## src/rtl/lcd_timing_gen_pkg.sv

```systemverilog
// Shared 800x480 panel timing constants, coordinate type and colour-bar table.
// The TEST_PATTERN_EN build uses the bar table and bar_rgb().
package lcd_timing_gen_pkg;

    localparam int H_ACTIVE = 800;
    localparam int H_FRONT  = 210;
    localparam int H_SYNC   = 1;
    localparam int H_BACK   = 45;
    localparam int V_ACTIVE = 480;
    localparam int V_FRONT  = 22;
    localparam int V_SYNC   = 1;
    localparam int V_BACK   = 22;
    localparam int COLOR_W  = 12;

    localparam int H_TOTAL = H_SYNC + H_BACK + H_ACTIVE + H_FRONT;
    localparam int V_TOTAL = V_SYNC + V_BACK + V_ACTIVE + V_FRONT;

    localparam int COORD_W = 11;
    typedef logic [COORD_W-1:0] coord_t;

    typedef struct packed {
        logic de;
        logic hs;
        logic vs;
    } ctl_t;

    localparam ctl_t CTL_IDLE = '{de: 1'b0, hs: 1'b1, vs: 1'b1};

    // Entry 0 is the leftmost bar; each entry is {r,g,b}.
    localparam int BAR_W = 100;
    localparam logic [7:0][2:0] BAR_RGB = {
        3'b000, 3'b001, 3'b100, 3'b101,
        3'b010, 3'b011, 3'b110, 3'b111
    };

    function automatic logic [2:0] bar_rgb(input coord_t x);
        return BAR_RGB[3'(x / coord_t'(BAR_W))];
    endfunction

endpackage

```

## src/rtl/lcd_axis_counter.sv

```systemverilog
// One display axis: free-running position counter with region flags and
// the offset position inside the active window.
module lcd_axis_counter
    import lcd_timing_gen_pkg::*;
#(
    parameter int SYNC   = 1,
    parameter int BACK   = 45,
    parameter int ACTIVE = 800,
    parameter int FRONT  = 210
) (
    input  logic   clk,
    input  logic   rst_n,
    input  logic   en,
    output logic   wrap,
    output logic   sync,
    output logic   act,
    output coord_t pos
);

    localparam int     TOTAL = SYNC + BACK + ACTIVE + FRONT;
    localparam coord_t LAST  = coord_t'(TOTAL - 1);
    localparam coord_t S_END = coord_t'(SYNC);
    localparam coord_t A_BEG = coord_t'(SYNC + BACK);
    localparam coord_t A_END = coord_t'(SYNC + BACK + ACTIVE);

    coord_t cnt_d, cnt_q;

    assign wrap = en && (cnt_q == LAST);
    assign sync = cnt_q < S_END;
    assign act  = (cnt_q >= A_BEG) && (cnt_q < A_END);
    assign pos  = act ? cnt_q - A_BEG : '0;

    always_comb begin
        cnt_d = cnt_q;
        if (en) begin
            cnt_d = wrap ? '0 : cnt_q + 1'b1;
        end
    end

    always_ff @(posedge clk or negedge rst_n) begin
        if (!rst_n) begin
            cnt_q <= '0;
        end else begin
            cnt_q <= cnt_d;
        end
    end

endmodule

```

## src/rtl/lcd_timing_gen.sv

```systemverilog
// 800x480 LCD timing generator: FIFO request, X/Y, re-timed RGB/DE/HS/VS.
// Define TEST_PATTERN_EN to build the iPAT_EN colour-bar override.
module lcd_timing_gen
    import lcd_timing_gen_pkg::*;
(
    input  logic               iCLK,
    input  logic               iRST_N,
    input  logic [COLOR_W-1:0] iRed,
    input  logic [COLOR_W-1:0] iGreen,
    input  logic [COLOR_W-1:0] iBlue,
    input  logic               iPAT_EN,
    output logic               oRequest,
    output coord_t             oX_Cont,
    output coord_t             oY_Cont,
    output logic [COLOR_W-1:0] oLCD_R,
    output logic [COLOR_W-1:0] oLCD_G,
    output logic [COLOR_W-1:0] oLCD_B,
    output logic               oLCD_DE,
    output logic               oLCD_HS,
    output logic               oLCD_VS,
    output logic               oFrameStart
);

    logic   h_wrap, h_sync, h_act;
    logic   v_wrap, v_sync, v_act;
    logic   act;
    coord_t h_pos, v_pos;

    lcd_axis_counter #(
        .SYNC(H_SYNC), .BACK(H_BACK), .ACTIVE(H_ACTIVE), .FRONT(H_FRONT)
    ) u_h (
        .clk(iCLK), .rst_n(iRST_N), .en(1'b1),
        .wrap(h_wrap), .sync(h_sync), .act(h_act), .pos(h_pos)
    );

    lcd_axis_counter #(
        .SYNC(V_SYNC), .BACK(V_BACK), .ACTIVE(V_ACTIVE), .FRONT(V_FRONT)
    ) u_v (
        .clk(iCLK), .rst_n(iRST_N), .en(h_wrap),
        .wrap(v_wrap), .sync(v_sync), .act(v_act), .pos(v_pos)
    );

    assign act = h_act && v_act;

    ctl_t   s1_d, s1_q, s2_d, s2_q, s3_d, s3_q;
    coord_t x_d, x_q, y_d, y_q;
    logic   fs_d, fs_q, arm_d, arm_q;
    logic [COLOR_W-1:0] r_d, r_q, g_d, g_q, b_d, b_q;
`ifdef TEST_PATTERN_EN
    coord_t     x2_d, x2_q;
    logic [2:0] bar;
    assign bar = bar_rgb(x2_q);
`endif

    always_comb begin
        s1_d  = '{de: act, hs: !h_sync, vs: !v_sync};
        x_d   = act ? h_pos : '0;
        y_d   = act ? v_pos : '0;
        // Armed at frame end, fires on the first active pixel (0,0).
        fs_d  = act && arm_q;
        arm_d = v_wrap ? 1'b1 : (act ? 1'b0 : arm_q);
        s2_d  = s1_q;
        s3_d  = s2_q;
        r_d   = '0;
        g_d   = '0;
        b_d   = '0;
        if (s2_q.de) begin
            r_d = iRed;
            g_d = iGreen;
            b_d = iBlue;
        end
`ifdef TEST_PATTERN_EN
        x2_d = x_q;
        if (s2_q.de && iPAT_EN) begin
            r_d = {COLOR_W{bar[2]}};
            g_d = {COLOR_W{bar[1]}};
            b_d = {COLOR_W{bar[0]}};
        end
`endif
    end

    always_ff @(posedge iCLK or negedge iRST_N) begin
        if (!iRST_N) begin
            s1_q  <= CTL_IDLE;
            s2_q  <= CTL_IDLE;
            s3_q  <= CTL_IDLE;
            x_q   <= '0;
            y_q   <= '0;
            fs_q  <= 1'b0;
            arm_q <= 1'b1;
            r_q   <= '0;
            g_q   <= '0;
            b_q   <= '0;
`ifdef TEST_PATTERN_EN
            x2_q  <= '0;
`endif
        end else begin
            s1_q  <= s1_d;
            s2_q  <= s2_d;
            s3_q  <= s3_d;
            x_q   <= x_d;
            y_q   <= y_d;
            fs_q  <= fs_d;
            arm_q <= arm_d;
            r_q   <= r_d;
            g_q   <= g_d;
            b_q   <= b_d;
`ifdef TEST_PATTERN_EN
            x2_q  <= x2_d;
`endif
        end
    end

    assign oRequest    = s1_q.de;
    assign oX_Cont     = x_q;
    assign oY_Cont     = y_q;
    assign oFrameStart = fs_q;
    assign oLCD_DE     = s3_q.de;
    assign oLCD_HS     = s3_q.hs;
    assign oLCD_VS     = s3_q.vs;
    assign oLCD_R      = r_q;
    assign oLCD_G      = g_q;
    assign oLCD_B      = b_q;

endmodule
```

## config.mk

```make
export PLATFORM = sky130hd
export DESIGN_NAME = lcd_timing_gen
export DESIGN_NICKNAME = d
export VERILOG_FILES = /design/src/rtl/lcd_timing_gen_pkg.sv /design/src/rtl/lcd_axis_counter.sv /design/src/rtl/lcd_timing_gen.sv
export SDC_FILE = /design/constraint.sdc
export NUM_CORES = 1
export LEC_CHECK = 0
export ABC_AREA = 1
export CAP_MARGIN = 30
export CORE_UTILIZATION = 30
export CTS_CLUSTER_DIAMETER = 100
export CTS_CLUSTER_SIZE = 14
export DETAILED_ROUTE_END_ITERATION = 10
export PLACE_DENSITY = 0.6
export SYNTH_ARGS = -nofsm -noshare
export SYNTH_HDL_FRONTEND = slang
export SYNTH_SLANG_ARGS = --single-unit
```

## constraint.sdc

```tcl
create_clock -name iCLK -period 2 [get_ports iCLK]
set_input_delay 0.4 -clock iCLK [delete_from_list [all_inputs] [get_ports iCLK]]
set_output_delay 0.4 -clock iCLK [all_outputs]
set_load 0.02 [all_outputs]
```

==> summary.md, run 1 <==
| Metric | Value |
|---|---|
| Slew margin rel. | 0.725 |
| GRT Util Overall | 0.127 |
| Seq/Total Area, Yosys | 0.599 |
| Antenna-violating nets left | 0 |
| Reg power frac | 0.489 |
| Starting density of the core | 0.313 |
| Post-CTS sizing | 0 |
| Worst path top cell family by delay | buffers and inverters |
| CTS sink cnt | 91 |
| Fin area | 0.00533 mm^2 |
| Critical Path Start Type | flip-flop |
| RSZ-0062 raised after global routing | no |
| Critical-path maximum fanout | 1 |
| Final Cycle Share | 0.929 |
| Syn_area_per_cell | 9.31 um^2 |
| Failing checks | negative hold slack |
| CP max stage delay | 0.62 ns |
| Largest net degree at the start of global routing | 33 |
| Root Buffer Master | clkbuf_16 |
| Pwr dens | 707 mW/mm^2 |
| Wirelength per Cell | 11.1 um |
| DIE WIDTH | 115 um |
| Crit path kind | reg -> out |
| Worst path bufs/invs | 1 |
| Post-synth net total | 455 |
| # diodes | 0 |
| Gp weighted congestion | 0.865 |
| Crit path capture type | primary output |
| DIE AREA | 0.0132 mm^2 |
| First-pass DRT Iterations | 4 |
| Most common cell after layout, fill and taps aside | clkdlybuf4s50_1 |
| Hold WS | -0.00381 ns |
| Register Area | 0.00229 mm^2 |
| Worst clock skew | 0.00687 ns |
| Data arrival, critical path | 1.46 ns |
| Vias in the first global route | 2,944 |
| Clock power frac | 0.481 |
| HP Class | in -> async |
| Maximum buffer depth of the clock tree | 2 |
| Post-synthesis cell area | 0.00382 mm^2 |
| IO buf count | 100 |
| H-Tree Depth | 3 |
| I/O pins | 102 |
| GR Overflow Total | 0 |
| Post-DP HPWL | 5720 um |
| Initial antenna violation count | 0 |
| Setup TNS Final | 0 ns |
| TritonCTS clock tree | built |
| Post-cts hold buffer count | 0 |
| Cell leakage power | 2.75 nW |
| Distinct cells, synth | 26 |
| Psw | 0.000725 W |
| TritonCTS Buffers | 9 |
| DRT iter0 DRCs | 156 |
| Multi-input logic area | 0.00117 mm^2 |
| Placed Area | 0.00500 mm^2 |
| Via Count | 2,865 |
| Final Max Slew Viols | 0 |
| Final wirelength | 7660 um |
| Layout fillers | 1,227 |
| Switching share of power | 0.193 |
| Layout cells sized above 1 | 0.0923 |
| Fin crit period | 1.86 ns |
| Site Rows | 40 |
| Final hold viol count | 3 |
| Combinational Power Share | 0.030 |
| Final setup vio count | 0 |
| DRC | 0 |
| Area growth syn-to-layout | 39.5% |
| Critical Path RT | 1.60 ns |
| Dpl ws | 0.234 ns |
| Core Footprint | 0.0122 mm^2 |
| Worst slew pin tran | 0.412 ns |
| Fmax | 0.538 GHz |
| Max Cap Violations | 0 |
| Status | complete, but fails checks |
| Slowest cell on the critical path | clkdlybuf4s50_1 |
| Maximum vdd drop | 0.338 mV |
| Fin nets | 560 |
| FF+latch count, synth | 91 |
| Setup Buffers After CTS | 0 |
| Number of vias per cell | 4.16 |
| Worst-path clk slew | 0.06 ns |
| First-pass GRT wire length | 13,200 um |
| Cell Int Power | 0.00304 W |
| Synth Instances | 410 |
| Worst Slack Setup Final | 0.141 ns |
| Die height | 115 um |
| Crit path cell chain | clkdlybuf4s50_1 |
| Commonest non-fill, non-tap cells in the layout | clkdlybuf4s50_1, nand2_1, dfrtp_1 |
| Synth warn | 0 |
| Worst skew pair latency | 0.33 ns |
registers in the layout, indices dropped and copies added (netlist names), 2 cells and up:
signal	cells
u_v.cnt_q	11
oLCD_B	12
u_h.cnt_q	11
oLCD_G	12
oLCD_R	12
s1_q	2
oY_Cont	11
oX_Cont	11
s2_q	3
power by group through the flow:
stage	combinational [W]	sequential, W	clock, W
2_1_floorplan	0.000000000403	0.00188	0
3_3_place_gp	0.000116	0.00187	0
3_5_place_dp	0.000116	0.00187	0
4_1_cts	0.000117	0.00184	0.00187
5_1_grt	0.000126	0.00184	0.00194
6_report	0.000113	0.00184	0.00181
synth_stat cells (all sizes together):
cell type / n / area [um^2]
a21oi: 2 / 10.0
or2: 1 / 6.26
nand3: 17 / 108
o21ai: 18 / 93.8
nand2: 99 / 377
buf: 6 / 55.1
ha: 6 / 75.1
nor4: 1 / 6.26
nor3: 6 / 40.0
xor2: 19 / 166
nand4: 10 / 62.6
inv: 77 / 289
nor2: 53 / 229
dfrtp: 84 / 2100
clkbuf: 4 / 15.0
dfstp: 7 / 184
logic make-up after synthesis:
logic type      after synthesis  synth area share
xor+xnor                     19            0.0436
flops                        91             0.599
fa+ha+maj                     6            0.0197
compound gates               20            0.0272
buf+inv                      87            0.0940
simple gates                187             0.217
per-stage QoR:
| step | hold WS, ns | std cells | utilization | power (W) |
|---|---|---|---|---|
| global placement | 0.346 | 672 | 0.409 | 0.00199 |
| floorplan | 0.104 | 410 | - | 0.00188 |
| finish | -0.00381 | 688 | 0.436 | 0.00377 |
| detailed placement | 0.347 | 672 | 0.409 | 0.00199 |
| CTS | 0.00564 | 688 | 0.436 | 0.00383 |
| global route | 0.0227 | 688 | 0.436 | 0.00391 |
cell type report:
cell class                 instances  share of cell area
sequential                        91               0.429
tap                              168              0.0395
clock buffer                      10              0.0449
timing repair buffer             104               0.195
multi-input combinational        232               0.220
inverter                          77              0.0543
clock inverter                     6              0.0164
worst reg2reg max path, delay by kind of cell, from the launching register on:
kind / cells / cell delay [ns]
AO/OA/AOI/OAI: 1 / 0.06
adder cells (fa/ha/maj): 1 / 0.22
buffers and inverters: 2 / 0.21
flip-flops: 1 / 0.44
AND/OR/NAND/NOR: 4 / 0.74
routing by layer:
layer / GRT usage / share of wire
met3: 0.0290 / 0.064
met5: 0 / 0
met2: 0.216 / 0.48
met1: 0.153 / 0.44
met4: 0.0615 / 0.015
final timing paths:
check | from | end | slack (ns) | depth (start not counted)
worst min register to register | s1_q[1] | s2_q[1] | 0.35 | 0
max in group asynchronous | iRST_N | s1_q[0] | 1.40 | 2
worst max-delay path | oLCD_VS | oLCD_VS | 0.14 | 1
min in group iCLK | s1_q[1] | s2_q[1] | 0.35 | 0
worst max register to register | u_h.cnt_q[1] | u_v.cnt_q[5] | 0.23 | 8
worst min-delay path | iRST_N | s2_q[2] | -0.004 | 1
(Power assumes the default switching activity.)
==> run 2: changes to the inputs <==
ABC_AREA = unset   (was 1)
PLACE_DENSITY = 0.63   (was 0.6)
clock period = 1.7 ns   (was 2 ns; I/O delays follow)
==> run 2 against run 1 <==
The run ends with design-rule violations, negative setup slack left; non-clock buffer count is 72 higher; wire length is 16% higher; count of clock-buffer cells in the layout is 2 higher; area after synthesis is 5.7% lower; sequential cell count stayed put; critical path depth is 4 higher; setup slack worse by 0.39 ns; clock power is 8% higher; largest power group unchanged.
==> summary.md, run 2 <==
| Metric | Value |
|---|---|
| Hold WS | 0.352 ns (was -0.00381 ns) |
| Critical-path maximum fanout | 4 (was 1) |
| Maximum buffer depth of the clock tree | 2 (unchanged) |
| Worst Slack Setup Final | -0.250 ns (was 0.141 ns) |
| Worst slew pin tran | 0.394 ns (was 0.412 ns) |
| Critical Path Start Type | flip-flop (unchanged) |
| Post-DP HPWL | 6200 um (was 5720 um) |
| Top-area cell type share of the netlist area | 0.584 (was 0.550) |
| CP Capture Point | u_v.cnt_q[7] (was oLCD_VS) |
| Via Count | 2,823 (was 2,865) |
| Fin nets | 523 (was 560) |
| Number of vias per cell | 4.51 (was 4.16) |
| Worst-path clk slew | 0.06 ns (about the same) |
| TritonCTS clock tree | built (unchanged) |
| Main synth FF type | dfrtp_1 (unchanged) |
| # diodes | 0 (unchanged) |
| Synth warn | 0 (unchanged) |
| Worst path bufs/invs | 0 (was 1) |
| RSZ-0062 raised after global routing | yes (was no) |
| Post-synth EDFFs | 0 (unchanged) |
| Gp weighted congestion | 0.790 (was 0.865) |
| Crit path kind | reg -> reg (was reg -> out) |
| Setup TNS Final | -5.04 ns (was 0 ns) |
| Core Footprint | 0.0116 mm^2 (was 0.0122 mm^2) |
| Worst path top cell family by delay | simple AND/OR/NAND/NOR gates (was buffers and inverters) |
| Multi-input logic area | 0.00151 mm^2 (was 0.00117 mm^2) |
| Syn_area_per_cell | 11.6 um^2 (was 9.31 um^2) |
| Combinational Power Share | 0.033 (was 0.030) |
| Cell Int Power | 0.00343 W (was 0.00304 W) |
| Commonest non-fill, non-tap cells in the layout | clkdlybuf4s50_1, dfrtp_1, buf_4 (was clkdlybuf4s50_1, nand2_1, dfrtp_1) |
| Switching share of power | 0.194 (was 0.193) |
| Most frequent cell after synthesis | dfrtp_1 (was nand2_1) |
| Top cells by area, synth | dfrtp_1, and2_1, dfstp_2, xnor2_1, nor2_1 (was dfrtp_1, nand2_1, inv_1, dfstp_2, xor2_1) |
| Starting density of the core | 0.311 (was 0.313) |
| Die height | 112 um (was 115 um) |
| Psw | 0.000824 W (was 0.000725 W) |
| Fin crit period | 1.95 ns |
| Register Area | 0.00229 mm^2 (unchanged) |
| CTS sink cnt | 91 (unchanged) |
| Post-synthesis cell area | 0.00360 mm^2 (was 0.00382 mm^2) |
| Crit path capture type | flip-flop (was primary output) |
| CP max stage delay | 0.57 ns (was 0.62 ns) |
| Reg2reg path depth | 5 (was 8) |
| FF+latch count, synth | 91 (unchanged) |
| Layout cells sized above 1 | 0.319 (was 0.0923) |
| Slowest cell on the critical path | or4_4 (was clkdlybuf4s50_1) |
| Worst clock skew | 0.00868 ns (was 0.00687 ns) |
| Asr flop ratio synth | 1.00 (unchanged) |
| Critical Path RT | 1.92 ns (was 1.60 ns) |
| Layout fillers | 985 (was 1,227) |
| GRT Util Overall | 0.145 (was 0.127) |
| DRT iter0 DRCs | 154 (was 156) |
| Clock power frac | 0.458 (was 0.481) |
| Fmax | 0.513 GHz |
| Vias in the first global route | 2,949 (was 2,944) |
| CP startpoint | u_h.cnt_q[7] (was oLCD_VS) |
| DRC | 20 (was 0) |
| Worst skew pair latency | 0.33 ns (about the same) |
| Root Buffer Master | clkbuf_16 (unchanged) |
| Most common cell after layout, fill and taps aside | clkdlybuf4s50_1 (unchanged) |
| GR Overflow Total | 0 (unchanged) |
| Synth area leader | dfrtp_1 (unchanged) |
| Origin of the critical flop-to-flop path | u_h.cnt_q[7] (was u_h.cnt_q[1]) |
| Top cells by count, synth | dfrtp_1, nor2_1, and2_1 (was nand2_1, dfrtp_1, inv_1) |
| Final hold viol count | 0 (was 3) |
| Site Rows | 39 (was 40) |
| Cell leakage power | 2.69 nW (was 2.75 nW) |
| Reg power frac | 0.509 (was 0.489) |
| Slew margin rel. | 0.737 (was 0.725) |
| Maximum vdd drop | 0.497 mV (was 0.338 mV) |
| Final Core Density | 0.518 (was 0.436) |
| IO buf count | 100 (unchanged) |
| R2r endpoint | u_v.cnt_q[7] (was u_v.cnt_q[5]) |
| Crit path cell chain | or4_4, or4_4, nor2_4, nand3_2, xnor2_2 (was clkdlybuf4s50_1) |
| R2R Setup Slk | -0.25 ns (was 0.23 ns) |
| DIE WIDTH | 112 um (was 115 um) |
| Max Cap Violations | 0 (unchanged) |
| Data arrival, critical path | 2.17 ns (was 1.46 ns) |
| Most common cell on crit path | or4_4 |
| Final wirelength | 8880 um (was 7660 um) |
| Distinct cells, synth | 42 (was 26) |
| Dpl ws | -0.232 ns (was 0.234 ns) |
| Final Cycle Share | 1.15 |
| Area growth syn-to-layout | 66.4% (was 39.5%) |
| Final setup vio count | 34 (was 0) |
| Largest net degree at the start of global routing | 32 (was 33) |
| HP Class | reg -> reg (was in -> async) |
| First-pass DRT Iterations | 8 (was 4) |
| Synth Instances | 310 (was 410) |
| Antenna-violating nets left | 0 (unchanged) |
| Final Max Slew Viols | 0 (unchanged) |
| Pwr dens | 710 mW/mm^2 (was 707 mW/mm^2) |
| First-pass GRT wire length | 14,200 um (was 13,200 um) |
| Status | complete, but fails checks (unchanged) |
| Initial antenna violation count | 0 (unchanged) |
| Seq/Total Area, Yosys | 0.635 (was 0.599) |
| Cell depth of the worst setup path | 5 (was 1) |
| Failing checks | design-rule violations, negative setup slack (was negative hold slack) |
| H-Tree Depth | 3 (unchanged) |
| Wirelength per Cell | 14.2 um (was 11.1 um) |
| Post-synth net total | 355 (was 455) |
| DIE AREA | 0.0125 mm^2 (was 0.0132 mm^2) |
| I/O pins | 102 (unchanged) |
| TritonCTS Buffers | 9 (unchanged) |
## run 2: cell count changes in the layout (fill, tap and decap cells not counted), moves of 6 or more
cell / previous run / this run
buf_6: 0 / 11
and2_1: 0 / 38
xnor2_1: 0 / 15
xor2_1: 19 / 9
nand2_1: 97 / 9
buf_4: 4 / 60
o21ai_0: 13 / 4
nand4_1: 10 / 4
inv_1: 75 / 9
nor2_4: 1 / 17
nor2_1: 43 / 16
## run 2: final cells by class
| cell class | count | area share |
|---|---|---|
| clock buffers | 12 | 0.0411 |
| flip-flops and latches | 91 | 0.381 |
| well taps | 143 | 0.0298 |
| multi-input cells | 188 | 0.252 |
| repair buffers | 176 | 0.279 |
| clock inverters | 4 | 0.00856 |
| inverters | 12 | 0.00793 |
## run 2: what timing repair did
| action | in CTS | in global routing |
|---|---|---|
| resized for setup | 25 | 66 |
| buffers inserted | 9 | 8 |
| setup endpoints to repair | 37 | 41 |
| pin swaps | 8 | 20 |
| endpoints found under the hold margin | 17 | 0 |
| cloned | 0 | 1 |
| hold buffers | 1 | 0 |
## run 2: worst min-delay path by stage
stage / startpoint / end / slack [ns] / cells after the start
floorplan: iRST_N / oFrameStart / 0.04 / 0
global placement: iRST_N / oLCD_B[10] / 0.24 / 1
detailed placement: iRST_N / oLCD_R[10] / 0.24 / 1
CTS: s1_q[0] / s2_q[0] / 0.35 / 0
global route: s1_q[0] / s2_q[0] / 0.36 / 0
finish: s1_q[0] / s2_q[0] / 0.35 / 0
## run 2: cells by family (layout without fill, tap and decap cells)
family                     count (synthesis)  after routing  share of synthesized area
buffers and inverters                     31            204                     0.0365
DFF                                       91             91                      0.635
and+or+nand+nor                          134            134                      0.204
AOI/OAI and AO/OA                         20             20                     0.0351
adders and majority gates                  6              6                     0.0208
muxes                                      2              2                    0.00590
xor gates and xnor gates                  26             26                     0.0632
## run 2: power by group through the flow
stage | sequential, W | combinational, W | clock, W
finish | 0.00217 | 0.000138 | 0.00195
floorplan | 0.00221 | 0.00000000370 | 0
detailed placement | 0.00221 | 0.000140 | 0
CTS | 0.00217 | 0.000143 | 0.00201
global placement | 0.00221 | 0.000141 | 0
global route | 0.00216 | 0.000153 | 0.00209
## run 2: through the flow
step | power, W | std cells | area (um^2)
6_report | 0.00425 | 626 | 5990
5_1_grt | 0.00441 | 626 | 5990
4_1_cts | 0.00432 | 619 | 5650
3_5_place_dp | 0.00235 | 594 | 5200
3_3_place_gp | 0.00235 | 594 | 5200
2_1_floorplan | 0.00221 | 310 | 3660
## run 2: per-layer routing
layer | share of wire | routed length (um) | global-route usage | up-vias
li1 | - | - | - | 1345
met1 | 0.41 | 3660 | 0.175 | 1371
met2 | 0.51 | 4550 | 0.246 | 101
met3 | 0.070 | 622 | 0.0392 | 6
met4 | 0.0062 | 55 | 0.0613 | 0
met5 | 0 | 0 | 0 | -
